`src/rtl/instruction_fetch_decode.sv`:
```
// ---------------------------------------------------------------------------
// Module : instruction_fetch_decode
// Multi-cycle fetch/decode/exec sequencer for a 9-bit, 8-opcode instruction set.
// Rev    : 1.0
// ---------------------------------------------------------------------------
`default_nettype none

module instruction_fetch_decode #(
  parameter int PC_WIDTH = 8,
  parameter int RESET_PC = 0
) (
  input  logic                clock,
  input  logic                reset,
  input  logic                start,
  input  logic [8:0]          instrData,
  input  logic                zeroFlag,
  output logic [PC_WIDTH-1:0] instrAddr,
  output logic [2:0]          readRegister1,
  output logic [2:0]          readRegister2,
  output logic                immediate,
  output logic [7:0]          ltValue,
  output logic [1:0]          aluOp,
  output logic                regWrite,
  output logic                busy,
  output logic                done
);

  localparam logic [2:0] c_IDLE   = 3'd0;
  localparam logic [2:0] c_FETCH  = 3'd1;
  localparam logic [2:0] c_DECODE = 3'd2;
  localparam logic [2:0] c_EXEC   = 3'd3;
  localparam logic [2:0] c_HALT   = 3'd4;

  localparam logic [2:0] c_OP_LDI  = 3'b100;
  localparam logic [2:0] c_OP_BRZ  = 3'b101;
  localparam logic [2:0] c_OP_JMP  = 3'b110;
  localparam logic [2:0] c_OP_HALT = 3'b111;

  localparam logic [PC_WIDTH-1:0] c_RESET_PC = RESET_PC[PC_WIDTH-1:0];
  localparam logic [PC_WIDTH-1:0] c_PC_ONE   = {{(PC_WIDTH-1){1'b0}}, 1'b1};

  logic [2:0]          state_q, state_d;
  logic [PC_WIDTH-1:0] pc_q, pc_d;
  logic [8:0]          ir_q, ir_d;
  logic                imm_q, imm_d;
  logic [7:0]          lt_q, lt_d;
  logic [1:0]          alu_q, alu_d;
  logic                rw_q, rw_d;

  logic [2:0]          w_dec_op;
  logic [2:0]          w_exec_op;
  logic [PC_WIDTH-1:0] w_offset;
  logic                w_take;

  assign w_dec_op  = instrData[8:6];
  assign w_exec_op = ir_q[8:6];
  // Branch/jump offset is a signed 3-bit field, sign-extended to PC width.
  assign w_offset  = {{(PC_WIDTH-3){ir_q[2]}}, ir_q[2:0]};
  assign w_take    = (w_exec_op == c_OP_JMP) || ((w_exec_op == c_OP_BRZ) && zeroFlag);

  always_comb begin
    state_d = state_q;
    pc_d    = pc_q;
    ir_d    = ir_q;
    imm_d   = imm_q;
    lt_d    = lt_q;
    alu_d   = alu_q;
    rw_d    = rw_q;
    case (state_q)
      c_IDLE: begin
        if (start) state_d = c_FETCH;
      end
      c_FETCH: begin
        state_d = c_DECODE;
      end
      c_DECODE: begin
        state_d = c_EXEC;
        ir_d    = instrData;
        rw_d    = !w_dec_op[2] || (w_dec_op == c_OP_LDI);
        imm_d   = (w_dec_op == c_OP_LDI);
        lt_d    = (w_dec_op == c_OP_LDI) ? {5'b00000, instrData[2:0]} : 8'h00;
        alu_d   = w_dec_op[2] ? 2'b00 : w_dec_op[1:0];
      end
      c_EXEC: begin
        rw_d = 1'b0;
        if (w_exec_op == c_OP_HALT) begin
          state_d = c_HALT;
        end else begin
          state_d = c_FETCH;
          pc_d    = w_take ? (pc_q + w_offset) : (pc_q + c_PC_ONE);
        end
      end
      c_HALT: begin
        if (start) begin
          state_d = c_FETCH;
          pc_d    = c_RESET_PC;
        end
      end
      default: begin
        state_d = c_IDLE;
      end
    endcase
  end

  always_ff @(posedge clock or posedge reset) begin
    if (reset) begin
      state_q <= c_IDLE;
      pc_q    <= c_RESET_PC;
      ir_q    <= 9'd0;
      imm_q   <= 1'b0;
      lt_q    <= 8'h00;
      alu_q   <= 2'b00;
      rw_q    <= 1'b0;
    end else begin
      state_q <= state_d;
      pc_q    <= pc_d;
      ir_q    <= ir_d;
      imm_q   <= imm_d;
      lt_q    <= lt_d;
      alu_q   <= alu_d;
      rw_q    <= rw_d;
    end
  end

  assign instrAddr     = pc_q;
  assign readRegister1 = ir_q[5:3];
  assign readRegister2 = ir_q[2:0];
  assign immediate     = imm_q;
  assign ltValue       = lt_q;
  assign aluOp         = alu_q;
  assign regWrite      = rw_q;
  assign busy          = (state_q == c_FETCH) || (state_q == c_DECODE) || (state_q == c_EXEC);
  assign done          = (state_q == c_HALT);

endmodule

`default_nettype wire

```
`config.mk`:
```
export PLATFORM = sky130hd
export DESIGN_NAME = instruction_fetch_decode
export DESIGN_NICKNAME = d
export VERILOG_FILES = /design/src/rtl/instruction_fetch_decode.sv
export SDC_FILE = /design/constraint.sdc
export NUM_CORES = 1
export LEC_CHECK = 0
export ABC_AREA = 1
export CORE_AREA = 8 8 80 61
export CTS_CLUSTER_SIZE = 10
export DETAILED_ROUTE_END_ITERATION = 8
export DIE_AREA = 0 0 88 69
export GPL_TIMING_DRIVEN = 1
export PLACE_DENSITY_LB_ADDON = 0.12
export SYNTH_ARGS = -nofsm -noshare
export SYNTH_HDL_FRONTEND = slang
export SYNTH_SLANG_ARGS = --single-unit
```
`constraint.sdc`:
```
create_clock -name clock -period 4.6 [get_ports clock]
set_clock_uncertainty 0.05 [all_clocks]
set_input_delay 1.15 -clock clock [delete_from_list [all_inputs] [get_ports clock]]
set_output_delay 1.15 -clock clock [all_outputs]
set_load 0.03 [all_outputs]
```
==> results of run 1 <==
[layout make-up]
| cell class | count | area, sq um |
|---|---|---|
| fill | 354 | 1720 |
| multi-input combinational | 134 | 717 |
| sequential | 27 | 676 |
| timing repair buffer | 35 | 350 |
| inverter | 30 | 113 |
| tap | 52 | 65.1 |
| clock buffer | 4 | 45.0 |
[state kept, by name (all words and copies together) (netlist names)]
register	cells
ltValue	3
immediate	1
ir_q	9
aluOp	2
state_q	3
instrAddr	8
regWrite	1
[worst min path at each step]
stage,start,cells past startpoint,endpoint,slack [ps]
2_1_floorplan,ir_q[3]$_DFFE_PP0P_,2,ir_q[3]$_DFFE_PP0P_,390
3_3_place_gp,ir_q[5]$_DFFE_PP0P_,2,ir_q[5]$_DFFE_PP0P_,410
3_5_place_dp,ir_q[4]$_DFFE_PP0P_,2,ir_q[4]$_DFFE_PP0P_,410
4_1_cts,ir_q[5]$_DFFE_PP0P_,2,ir_q[5]$_DFFE_PP0P_,430
5_1_grt,ltValue[1]$_DFFE_PP0P_,2,ltValue[1]$_DFFE_PP0P_,470
6_report,ir_q[5]$_DFFE_PP0P_,2,ir_q[5]$_DFFE_PP0P_,430
[cell families (layout without fill, tap and decap cells)]
family,Yosys count,in the layout,share of synthesized area [%]
simple gates,97,97,28.2
other cells,1,5,0.237
xor+xnor,1,1,0.553
buf+inv,43,69,13.0
compound gates,26,26,10.9
flops,27,27,42.7
fa+ha+maj,5,5,4.43
[worst register-to-register path: stages (launching register included)]
cell and delay [ps]:
dfrtp_1 420, a21oi_4 260, nand3_1 120, ha_1 220
fa_1 390, nand3_1 110, nand2_1 90, nand3_1 100
nand2_1 60, nand2_1 60, nand3_1 60, nand2_1 70
[report_power, final]
part	switching [mW]	leakage (nW)	internal, mW
clock network	0.0700	0.0228	0.0620
registers	0.0827	0.343	0.340
logic	0.504	0.646	0.305
[layer usage]
layer	vias up	track usage, %	wire length, um
li1	678	-	-
met1	561	15.4	1740
met2	26	17.5	1340
met3	2	3.91	190
met4	0	1.71	14
met5	-	0	0
[metrics by stage]
step                hold slack [ps]  total power, mW
CTS                             435             1.38
detailed placement              413             1.25
finish                          428             1.36
global route                    465             1.48
floorplan                       393             1.02
global placement                408             1.24
[layout by cell type (no fill, tap or decap), types with 2 or more instances in the layout]
cell type	netlist	layout
o21ai_0	11	11
nor2_1	11	11
nand2_2	4	4
conb_1	1	5
clkdlybuf4s50_1	0	35
inv_2	2	2
o21ai_1	3	3
nand3_1	13	13
nand2_1	59	59
nand4_1	3	3
a22o_1	3	3
dfrtp_1	27	27
inv_1	28	28
clkbuf_8	0	3
a21oi_1	4	4
ha_1	4	4
==> run_summary.xml, run 1 <==
<?xml version="1.0" encoding="UTF-8"?>
<metrics>
  <group name="sta">
    <metric name="setup_violations" unit="">0</metric>
    <metric name="timing.final.crit_period" unit="ps">3030</metric>
    <metric name="rsz0062_at_grt" unit="">false</metric>
    <metric name="drv_slew" unit="">0</metric>
    <metric name="timing.fmax" unit="MHz">330</metric>
    <metric name="relSlewSlack" unit="%">32.0</metric>
    <metric name="fin_setup_tns" unit="ps">0</metric>
    <metric name="setup_ws" unit="ps">1570</metric>
    <metric name="finalCritPeriodShare" unit="%">65.9</metric>
    <metric name="worst-slew-pin-transition" unit="ps">1020</metric>
    <metric name="number_of_hold_slack_violations_in_the_final_timing_report" unit="">0</metric>
  </group>
  <group name="route">
    <metric name="routed_wl" unit="um">3280</metric>
    <metric name="detailedRoute.firstPassIterationCount" unit="">4</metric>
    <metric name="drt-initial-drc-count" unit="">61</metric>
    <metric name="drtAntennaViolNets" unit="">0</metric>
    <metric name="vias_per_inst" unit="">4.49</metric>
    <metric name="detail_route.drc_violations" unit="">0</metric>
    <metric name="vias" unit="">1267</metric>
    <metric name="routedWlPerCell" unit="um">11.6</metric>
  </group>
  <group name="setup_path">
    <metric name="path_cells" unit="">nor2_1 -&gt; nand2_1 -&gt; inv_1 -&gt; clkdlybuf4s50_1</metric>
    <metric name="critical_path.endpoint" unit="">done</metric>
    <metric name="critPathMaxStageDelay" unit="ps">690</metric>
    <metric name="timing.reg2reg.setup_slack" unit="ps">2530</metric>
    <metric name="crit_path_capture_type" unit="">output pin</metric>
    <metric name="crit_cells" unit="">4</metric>
    <metric name="reg2reg_depth" unit="">11</metric>
    <metric name="critPathBufInv" unit="">2</metric>
    <metric name="worstPathArrival" unit="ps">1830</metric>
    <metric name="critPathLaunchType" unit="">flip-flop</metric>
    <metric name="worst_r2r_endpoint" unit="">instrAddr[6]$_DFFE_PP0P_</metric>
    <metric name="cp_top_family" unit="">buffers and inverters</metric>
    <metric name="critical_path_peak_fanout" unit="">5</metric>
    <metric name="timing_worst_setup_path_type" unit="">flip-flop to output pin</metric>
    <metric name="startpoint" unit="">state_q[0]$_DFFE_PP0P_</metric>
    <metric name="required" unit="ps">3400</metric>
    <metric name="critical_path.slowest_cell" unit="">clkdlybuf4s50_1</metric>
    <metric name="critical_path.reg2reg.startpoint" unit="">ir_q[7]$_DFFE_PP0P_</metric>
  </group>
  <group name="placement">
    <metric name="detailedPlace.worstSlack" unit="ps">1410</metric>
    <metric name="post_dp_cell_area" unit="sq mm">0.00192</metric>
    <metric name="dpl.cell_count" unit="">278</metric>
    <metric name="portBuffers" unit="">35</metric>
    <metric name="place_congestion" unit="">0.855</metric>
    <metric name="detailed_place_hpwl" unit="um">2610</metric>
  </group>
  <group name="synth">
    <metric name="ys_seq_area_share" unit="%">42.7</metric>
    <metric name="synth_top_area_share" unit="%">42.7</metric>
    <metric name="synth-warning-count" unit="">0</metric>
    <metric name="syn-mean-instance-area" unit="sq um">7.91</metric>
    <metric name="most_used_dff_post_synth" unit="">dfrtp_1</metric>
    <metric name="synth.ff_latch_count" unit="">27</metric>
    <metric name="synth_enable_flop_cells" unit="">0</metric>
    <metric name="synth_top_area_cells" unit="">dfrtp_1, nand2_1, inv_1, buf_4, nand3_1</metric>
    <metric name="synth.top_cells.by_count" unit="">nand2_1, inv_1, dfrtp_1</metric>
    <metric name="yosys.cell_count.top_type" unit="">nand2_1</metric>
    <metric name="synth.cell_area" unit="sq mm">0.00158</metric>
    <metric name="ys_async_sr_fraction" unit="%">100</metric>
    <metric name="synth_cell_types" unit="">30</metric>
    <metric name="synthDominantAreaCellType" unit="">dfrtp_1</metric>
    <metric name="cell_count_after_synthesis" unit="">200</metric>
  </group>
  <group name="global_route">
    <metric name="globalRouteOverflowTotal" unit="">0</metric>
    <metric name="grt_pass1_wl" unit="um">5790</metric>
    <metric name="gr-usage-all-layers" unit="%">11.5</metric>
    <metric name="antenna_found_initial" unit="">0</metric>
    <metric name="grt_max_degree" unit="">28</metric>
    <metric name="first_global_vias" unit="">1268</metric>
  </group>
  <group name="run_status">
    <metric name="outcome" unit="">completed</metric>
  </group>
  <group name="clocking">
    <metric name="path_clk_slew" unit="ps">80</metric>
    <metric name="holdBufCountCts" unit="">0</metric>
    <metric name="clock_tree.buffer_depth" unit="">2</metric>
    <metric name="clock_sink_count" unit="">27</metric>
    <metric name="cts_made_buffers" unit="">3</metric>
    <metric name="cts_tree" unit="">yes</metric>
    <metric name="clk_latency" unit="ps">270</metric>
    <metric name="cts_root_buffer" unit="">clkbuf_8</metric>
    <metric name="post_cts_resized" unit="">0</metric>
    <metric name="htree_levels" unit="">1</metric>
    <metric name="cts.repair_timing.setup_buffer_count" unit="">0</metric>
  </group>
  <group name="die">
    <metric name="horiz_die_dim" unit="um">88</metric>
    <metric name="core_area" unit="sq mm">0.00368</metric>
    <metric name="initial_core_util" unit="%">43.0</metric>
    <metric name="fp.dieH" unit="um">69</metric>
    <metric name="pin_count" unit="">41</metric>
    <metric name="die_area" unit="sq mm">0.00607</metric>
    <metric name="core.rowCount" unit="">19</metric>
  </group>
  <group name="power_and_ir_drop">
    <metric name="power_density" unit="mW/mm^2">694</metric>
    <metric name="p_leak" unit="nW">1.01</metric>
    <metric name="ir_drop" unit="mV">0.332</metric>
  </group>
  <group name="finish">
    <metric name="area.growth.synth_to_final" unit="%">24.2</metric>
    <metric name="final_util" unit="%">53.3</metric>
    <metric name="finish.instance_area" unit="sq mm">0.00197</metric>
    <metric name="drive_gt1_share" unit="%">7.39</metric>
    <metric name="layoutNonFillerInstCount" unit="">282</metric>
    <metric name="final_net_count" unit="">249</metric>
    <metric name="antenna-diode-count" unit="">0</metric>
  </group>
  <group name="run">
    <metric name="drv_cap" unit="">0</metric>
  </group>
  <group name="hold_path">
    <metric name="worst_hold_path_type" unit="">flip-flop to flip-flop</metric>
  </group>
</metrics>
No activity file was read; power rests on OpenSTA's default activity.
==> run 2, diff against run 1 <==
--- a/config.mk
+++ b/config.mk
@@ -6,10 +6,10 @@
 export NUM_CORES = 1
 export LEC_CHECK = 0
 export ABC_AREA = 1
-export CORE_AREA = 8 8 80 61
+export CORE_AREA = 8 8 81 62
 export CTS_CLUSTER_SIZE = 10
 export DETAILED_ROUTE_END_ITERATION = 8
-export DIE_AREA = 0 0 88 69
+export DIE_AREA = 0 0 89 70
 export GPL_TIMING_DRIVEN = 1
 export PLACE_DENSITY_LB_ADDON = 0.12
 export SYNTH_ARGS = -nofsm -noshare
==> constraint.sdc (replaced) <==
create_clock -name clock -period 2.7 [get_ports clock]
set_clock_uncertainty 0.05 [all_clocks]
set_input_delay 0.675 -clock clock [delete_from_list [all_inputs] [get_ports clock]]
set_output_delay 0.675 -clock clock [all_outputs]
set_load 0.03 [all_outputs]
==> run_summary.xml, run 2 (synthesized netlist as in run 1, its figures left out) <==
<?xml version="1.0" encoding="UTF-8"?>
<metrics>
  <group name="die">
    <metric name="initial_core_util" unit="%">42.1</metric>
    <metric name="core.rowCount" unit="">19</metric>
    <metric name="die_area" unit="sq mm">0.00623</metric>
    <metric name="fp.dieH" unit="um">70</metric>
    <metric name="core_area" unit="sq mm">0.00376</metric>
    <metric name="horiz_die_dim" unit="um">89</metric>
    <metric name="pin_count" unit="">41</metric>
  </group>
  <group name="placement">
    <metric name="place_congestion" unit="">0.847</metric>
    <metric name="portBuffers" unit="">35</metric>
    <metric name="detailed_place_hpwl" unit="um">2670</metric>
    <metric name="post_dp_cell_area" unit="sq mm">0.00196</metric>
    <metric name="detailedPlace.worstSlack" unit="ps">55.8</metric>
  </group>
  <group name="finish">
    <metric name="final_net_count" unit="">254</metric>
    <metric name="drive_gt1_share" unit="%">9.79</metric>
    <metric name="final_util" unit="%">53.4</metric>
    <metric name="largest_register" unit="">ir_q</metric>
    <metric name="antenna-diode-count" unit="">0</metric>
    <metric name="largest_register_ffs" unit="">9</metric>
    <metric name="most-common-layout-cells" unit="">nand2_1, clkdlybuf4s50_1, inv_1</metric>
    <metric name="area.growth.synth_to_final" unit="%">26.8</metric>
    <metric name="finish.instance_area" unit="sq mm">0.00201</metric>
    <metric name="layout.filler_cells" unit="">380</metric>
    <metric name="layout.cells.most_common" unit="">nand2_1</metric>
  </group>
  <group name="setup_path">
    <metric name="critical_path.reg2reg.startpoint" unit="">ir_q[7]$_DFFE_PP0P_</metric>
    <metric name="required" unit="ps">2820</metric>
    <metric name="crit_path_capture_type" unit="">flip-flop</metric>
    <metric name="critical_path.slowest_cell" unit="">clkdlybuf4s50_1</metric>
    <metric name="critPathLaunchType" unit="">input port</metric>
    <metric name="worstPathArrival" unit="ps">2480</metric>
    <metric name="critPathMaxStageDelay" unit="ps">450</metric>
    <metric name="timing.reg2reg.setup_slack" unit="ps">650</metric>
    <metric name="timing_worst_setup_path_type" unit="">input port to flip-flop</metric>
    <metric name="reg2reg_depth" unit="">10</metric>
    <metric name="cp_top_family" unit="">simple AND/OR/NAND/NOR gates</metric>
    <metric name="path_cells" unit="">clkdlybuf4s50_1 -&gt; nand2_1 -&gt; nand2_2 -&gt; nand3_1 -&gt; ha_1 -&gt; fa_1 -&gt; nand3_1 -&gt; nand2_1 -&gt; nand3_1 -&gt; nand3_1 -&gt; nand3_1 -&gt; nand2_1</metric>
    <metric name="worst_r2r_endpoint" unit="">instrAddr[6]$_DFFE_PP0P_</metric>
    <metric name="critPathBufInv" unit="">1</metric>
    <metric name="critical_path_peak_fanout" unit="">4</metric>
    <metric name="critical_path.most_common_cell" unit="">nand3_1</metric>
  </group>
  <group name="clocking">
    <metric name="clk_latency" unit="ps">270</metric>
    <metric name="holdBufCountCts" unit="">0</metric>
    <metric name="cts_tree" unit="">yes</metric>
    <metric name="clock_sink_count" unit="">27</metric>
    <metric name="cts_root_buffer" unit="">clkbuf_8</metric>
    <metric name="clock_tree.buffer_depth" unit="">2</metric>
    <metric name="path_clk_slew" unit="ps">90</metric>
    <metric name="cts.repair_timing.setup_buffer_count" unit="">0</metric>
    <metric name="htree_levels" unit="">1</metric>
    <metric name="cts_made_buffers" unit="">3</metric>
  </group>
  <group name="route">
    <metric name="routed_wl" unit="um">3310</metric>
    <metric name="detailedRoute.firstPassIterationCount" unit="">4</metric>
    <metric name="vias" unit="">1310</metric>
    <metric name="vias_per_inst" unit="">4.56</metric>
    <metric name="drt-initial-drc-count" unit="">55</metric>
    <metric name="drtAntennaViolNets" unit="">0</metric>
    <metric name="routedWlPerCell" unit="um">11.5</metric>
    <metric name="detail_route.drc_violations" unit="">0</metric>
  </group>
  <group name="hold_path">
    <metric name="whs_endpoint" unit="">ir_q[4]$_DFFE_PP0P_</metric>
    <metric name="hp-start" unit="">ir_q[4]$_DFFE_PP0P_</metric>
    <metric name="hold_path_depth" unit="">2</metric>
    <metric name="worst_hold_path_type" unit="">flip-flop to flip-flop</metric>
  </group>
  <group name="sta">
    <metric name="rsz0062_at_grt" unit="">false</metric>
    <metric name="setup_ws" unit="ps">340</metric>
    <metric name="timing.fmax" unit="MHz">424</metric>
    <metric name="timing.final.crit_period" unit="ps">2360</metric>
    <metric name="finalCritPeriodShare" unit="%">87.4</metric>
    <metric name="drv_slew" unit="">0</metric>
    <metric name="setup_violations" unit="">0</metric>
    <metric name="number_of_hold_slack_violations_in_the_final_timing_report" unit="">0</metric>
    <metric name="fin_setup_tns" unit="ps">0</metric>
  </group>
  <group name="global_route">
    <metric name="antenna_found_initial" unit="">0</metric>
    <metric name="gr-usage-all-layers" unit="%">11.0</metric>
    <metric name="first_global_vias" unit="">1297</metric>
    <metric name="grt_max_degree" unit="">28</metric>
    <metric name="grt_pass1_wl" unit="um">5670</metric>
    <metric name="globalRouteOverflowTotal" unit="">0</metric>
  </group>
  <group name="power_and_ir_drop">
    <metric name="power_density" unit="mW/mm^2">1180</metric>
    <metric name="ir_drop" unit="mV">0.667</metric>
    <metric name="p_leak" unit="nW">1.06</metric>
  </group>
  <group name="run_status">
    <metric name="outcome" unit="">completed</metric>
  </group>
  <group name="run">
    <metric name="drv_cap" unit="">0</metric>
  </group>
</metrics>
## run 2: repair_timing
item	CTS	global route
setup endpoints to repair	0	1
endpoints found under the hold margin	0	0
resized for setup	0	1
## run 2: layer usage
layer	up-vias	track usage (%)	part of all wire, %
met1	587	15.6	54
met3	2	2.92	4.1
met4	0	1.29	0.42
met5	-	0	0
li1	696	-	-
met2	25	16.6	42
## run 2: layout make-up
class                      count  area [sq um]  area share (%)
multi-input combinational    134           717            35.7
sequential                    27           676            33.7
timing repair buffer          40           390            19.5
inverter                      30           113            5.61
tap                           52          65.1            3.24
clock buffer                   3          41.3            2.06
clock inverter                 1          5.00           0.249
## run 2: worst register-to-register path, cell delays in order, from the launching register on
cell and delay, ps:
dfrtp_1 420, a21oi_4 260, nand3_1 110, ha_1 210, fa_1 380, nand3_1 110, nand2_1 90, nand3_1 100
nand3_1 80, nand3_1 90, nand2_1 50
## run 2: stage by stage
step                power (mW)  instances  hold slack (ps)
floorplan                 1.74        204              393
global placement          2.16        283              407
detailed placement        2.17        283              409
CTS                       2.40        287              431
global route              2.57        287              460
finish                    2.37        287              425
## run 2: report_power, final
part | internal, mW | switching (mW)
combinational | 0.551 | 0.874
clock | 0.103 | 0.117
sequential | 0.579 | 0.145
total | 1.23 | 1.14
## run 2: worst max path at each step
stage                                       from                        to  slack [ps]  cells past startpoint
after floorplan                         zeroFlag  instrAddr[6]$_DFFE_PP0P_         570                     11
after global placement                  zeroFlag  instrAddr[6]$_DFFE_PP0P_          80                     12
after detailed placement                zeroFlag  instrAddr[6]$_DFFE_PP0P_          60                     12
after CTS                 state_q[0]$_DFFE_PP0P_                      done         110                      4
after global routing                    zeroFlag  instrAddr[6]$_DFFE_PP0P_         160                     13
final                                   zeroFlag  instrAddr[6]$_DFFE_PP0P_         340                     12
==> run 3, diff against run 2 <==
--- a/config.mk
+++ b/config.mk
@@ -6,10 +6,10 @@
 export NUM_CORES = 1
 export LEC_CHECK = 0
 export ABC_AREA = 1
-export CORE_AREA = 8 8 81 62
+export CORE_AREA = 2 2 75 56
 export CTS_CLUSTER_SIZE = 10
 export DETAILED_ROUTE_END_ITERATION = 8
-export DIE_AREA = 0 0 89 70
+export DIE_AREA = 0 0 77 58
 export GPL_TIMING_DRIVEN = 1
 export PLACE_DENSITY_LB_ADDON = 0.12
 export SYNTH_ARGS = -nofsm -noshare
==> run_summary.xml, run 3 (synthesized netlist as in run 1, its figures left out) <==
<?xml version="1.0" encoding="UTF-8"?>
<metrics>
  <group name="finish">
    <metric name="layoutNonFillerInstCount" unit="">286</metric>
    <metric name="layout.filler_cells" unit="">382</metric>
    <metric name="largest_register_ffs" unit="">9</metric>
    <metric name="area.growth.synth_to_final" unit="%">26.3</metric>
    <metric name="final-seq-area" unit="sq um">676</metric>
    <metric name="antenna-diode-count" unit="">0</metric>
    <metric name="final_util" unit="%">53.2</metric>
    <metric name="layout.cells.most_common" unit="">nand2_1</metric>
    <metric name="most-common-layout-cells" unit="">nand2_1, clkdlybuf4s50_1, inv_1</metric>
    <metric name="drive_gt1_share" unit="%">9.40</metric>
    <metric name="multiInputGateArea" unit="sq um">717</metric>
    <metric name="finish.instance_area" unit="sq mm">0.00200</metric>
    <metric name="final_net_count" unit="">253</metric>
    <metric name="largest_register" unit="">ir_q</metric>
  </group>
  <group name="global_route">
    <metric name="grt_max_degree" unit="">28</metric>
    <metric name="globalRouteOverflowTotal" unit="">0</metric>
    <metric name="antenna_found_initial" unit="">0</metric>
    <metric name="grt_pass1_wl" unit="um">5670</metric>
    <metric name="first_global_vias" unit="">1223</metric>
    <metric name="gr-usage-all-layers" unit="%">16.0</metric>
  </group>
  <group name="clocking">
    <metric name="clock_tree.buffer_depth" unit="">2</metric>
    <metric name="cts_root_buffer" unit="">clkbuf_8</metric>
    <metric name="clock_sink_count" unit="">27</metric>
    <metric name="cts.repair_timing.setup_buffer_count" unit="">0</metric>
    <metric name="htree_levels" unit="">1</metric>
    <metric name="cts_tree" unit="">yes</metric>
    <metric name="holdBufCountCts" unit="">0</metric>
    <metric name="cts_made_buffers" unit="">3</metric>
    <metric name="path_clk_slew" unit="ps">90</metric>
    <metric name="clk_latency" unit="ps">270</metric>
    <metric name="post_cts_resized" unit="">0</metric>
  </group>
  <group name="setup_path">
    <metric name="critPathLaunchType" unit="">input port</metric>
    <metric name="critical_path.slowest_cell" unit="">clkdlybuf4s50_1</metric>
    <metric name="critical_path.most_common_cell" unit="">nand3_1</metric>
    <metric name="crit_path_capture_type" unit="">flip-flop</metric>
    <metric name="timing.reg2reg.setup_slack" unit="ps">620</metric>
    <metric name="path_cells" unit="">clkdlybuf4s50_1 -&gt; nand2_1 -&gt; nand2_2 -&gt; nand3_1 -&gt; ha_1 -&gt; fa_1 -&gt; nand3_1 -&gt; nand2_1 -&gt; nand3_1 -&gt; nand3_1 -&gt; nand3_1 -&gt; nand2_1</metric>
    <metric name="critical_path.reg2reg.startpoint" unit="">ir_q[7]$_DFFE_PP0P_</metric>
    <metric name="startpoint" unit="">zeroFlag</metric>
    <metric name="worst_r2r_endpoint" unit="">instrAddr[6]$_DFFE_PP0P_</metric>
    <metric name="critPathMaxStageDelay" unit="ps">450</metric>
    <metric name="critical_path.endpoint" unit="">instrAddr[6]$_DFFE_PP0P_</metric>
    <metric name="worstPathArrival" unit="ps">2490</metric>
    <metric name="reg2reg_depth" unit="">10</metric>
    <metric name="critical_path_peak_fanout" unit="">4</metric>
    <metric name="required" unit="ps">2820</metric>
    <metric name="timing_worst_setup_path_type" unit="">input port to flip-flop</metric>
  </group>
  <group name="hold_path">
    <metric name="worst_hold_path_type" unit="">flip-flop to flip-flop</metric>
  </group>
  <group name="die">
    <metric name="horiz_die_dim" unit="um">77</metric>
    <metric name="die_area" unit="sq mm">0.00447</metric>
    <metric name="pin_count" unit="">41</metric>
    <metric name="fp.dieH" unit="um">58</metric>
    <metric name="core.rowCount" unit="">19</metric>
    <metric name="initial_core_util" unit="%">42.1</metric>
    <metric name="core_area" unit="sq mm">0.00376</metric>
  </group>
  <group name="run">
    <metric name="drv_cap" unit="">0</metric>
  </group>
  <group name="route">
    <metric name="drt-initial-drc-count" unit="">44</metric>
    <metric name="drtAntennaViolNets" unit="">0</metric>
    <metric name="routedWlPerCell" unit="um">11.0</metric>
    <metric name="vias_per_inst" unit="">4.62</metric>
    <metric name="vias" unit="">1321</metric>
    <metric name="detail_route.drc_violations" unit="">0</metric>
    <metric name="detailedRoute.firstPassIterationCount" unit="">4</metric>
    <metric name="routed_wl" unit="um">3140</metric>
  </group>
  <group name="placement">
    <metric name="portBuffers" unit="">35</metric>
    <metric name="dpl.cell_count" unit="">282</metric>
    <metric name="place_congestion" unit="">0.855</metric>
    <metric name="detailed_place_hpwl" unit="um">2460</metric>
    <metric name="post_dp_cell_area" unit="sq mm">0.00195</metric>
    <metric name="detailedPlace.worstSlack" unit="ps">46.1</metric>
  </group>
  <group name="run_status">
    <metric name="outcome" unit="">completed</metric>
  </group>
  <group name="sta">
    <metric name="hold_slack" unit="ps">429</metric>
    <metric name="finalCritPeriodShare" unit="%">87.9</metric>
    <metric name="timing.fmax" unit="MHz">421</metric>
    <metric name="setup_violations" unit="">0</metric>
    <metric name="timing.final.crit_period" unit="ps">2370</metric>
    <metric name="number_of_hold_slack_violations_in_the_final_timing_report" unit="">0</metric>
    <metric name="drv_slew" unit="">0</metric>
    <metric name="rsz0062_at_grt" unit="">false</metric>
    <metric name="fin_setup_tns" unit="ps">0</metric>
    <metric name="setup_ws" unit="ps">326</metric>
  </group>
  <group name="power_and_ir_drop">
    <metric name="post-layout-total-power" unit="mW">2.36</metric>
    <metric name="p_leak" unit="nW">1.05</metric>
    <metric name="ir_drop" unit="mV">0.589</metric>
    <metric name="power_density" unit="mW/mm^2">1180</metric>
  </group>
</metrics>
-- run 3: changes by cell type in the layout (fill, tap and decap cells not counted), sizes merged --
cell,delta
buf,-1
-- run 3: cell type report --
type | count | share of cell area [%]
Multi-Input combinational cell | 134 | 35.9
Clock buffer | 3 | 2.07
Sequential cell | 27 | 33.8
Tap cell | 52 | 3.25
Timing Repair Buffer | 39 | 19.1
Inverter | 30 | 5.63
Clock inverter | 1 | 0.250
-- run 3: critical path: cells and delay by family --
| kind | cells | cell delay (ps) |
|---|---|---|
| buf+inv | 1 | 450 |
| simple gates | 9 | 750 |
| fa+ha+maj | 2 | 610 |
-- run 3: worst min-delay path by stage --
stage	end	from	depth (start not counted)	slack (ps)
after floorplan	ir_q[3]$_DFFE_PP0P_	ir_q[3]$_DFFE_PP0P_	2	390
after global placement	ir_q[5]$_DFFE_PP0P_	ir_q[5]$_DFFE_PP0P_	2	410
after detailed placement	ir_q[4]$_DFFE_PP0P_	ir_q[4]$_DFFE_PP0P_	2	410
after CTS	ir_q[4]$_DFFE_PP0P_	ir_q[4]$_DFFE_PP0P_	2	430
after global routing	ltValue[1]$_DFFE_PP0P_	ltValue[1]$_DFFE_PP0P_	2	470
final	ir_q[4]$_DFFE_PP0P_	ir_q[4]$_DFFE_PP0P_	2	430
-- run 3: layer usage --
metal  global-route usage, %  vias to the layer above  routed length (um)
met1                    24.9                      603                1690
met5                       0                        -                   0
met2                    22.3                       27                1280
li1                        -                      689                   -
met4                    3.06                        0                  14
met3                    4.21                        2                 163
-- run 3: power by group --
part           internal (mW)  switching (mW)
clock network          0.103           0.115
registers              0.579           0.154
logic                  0.545           0.861
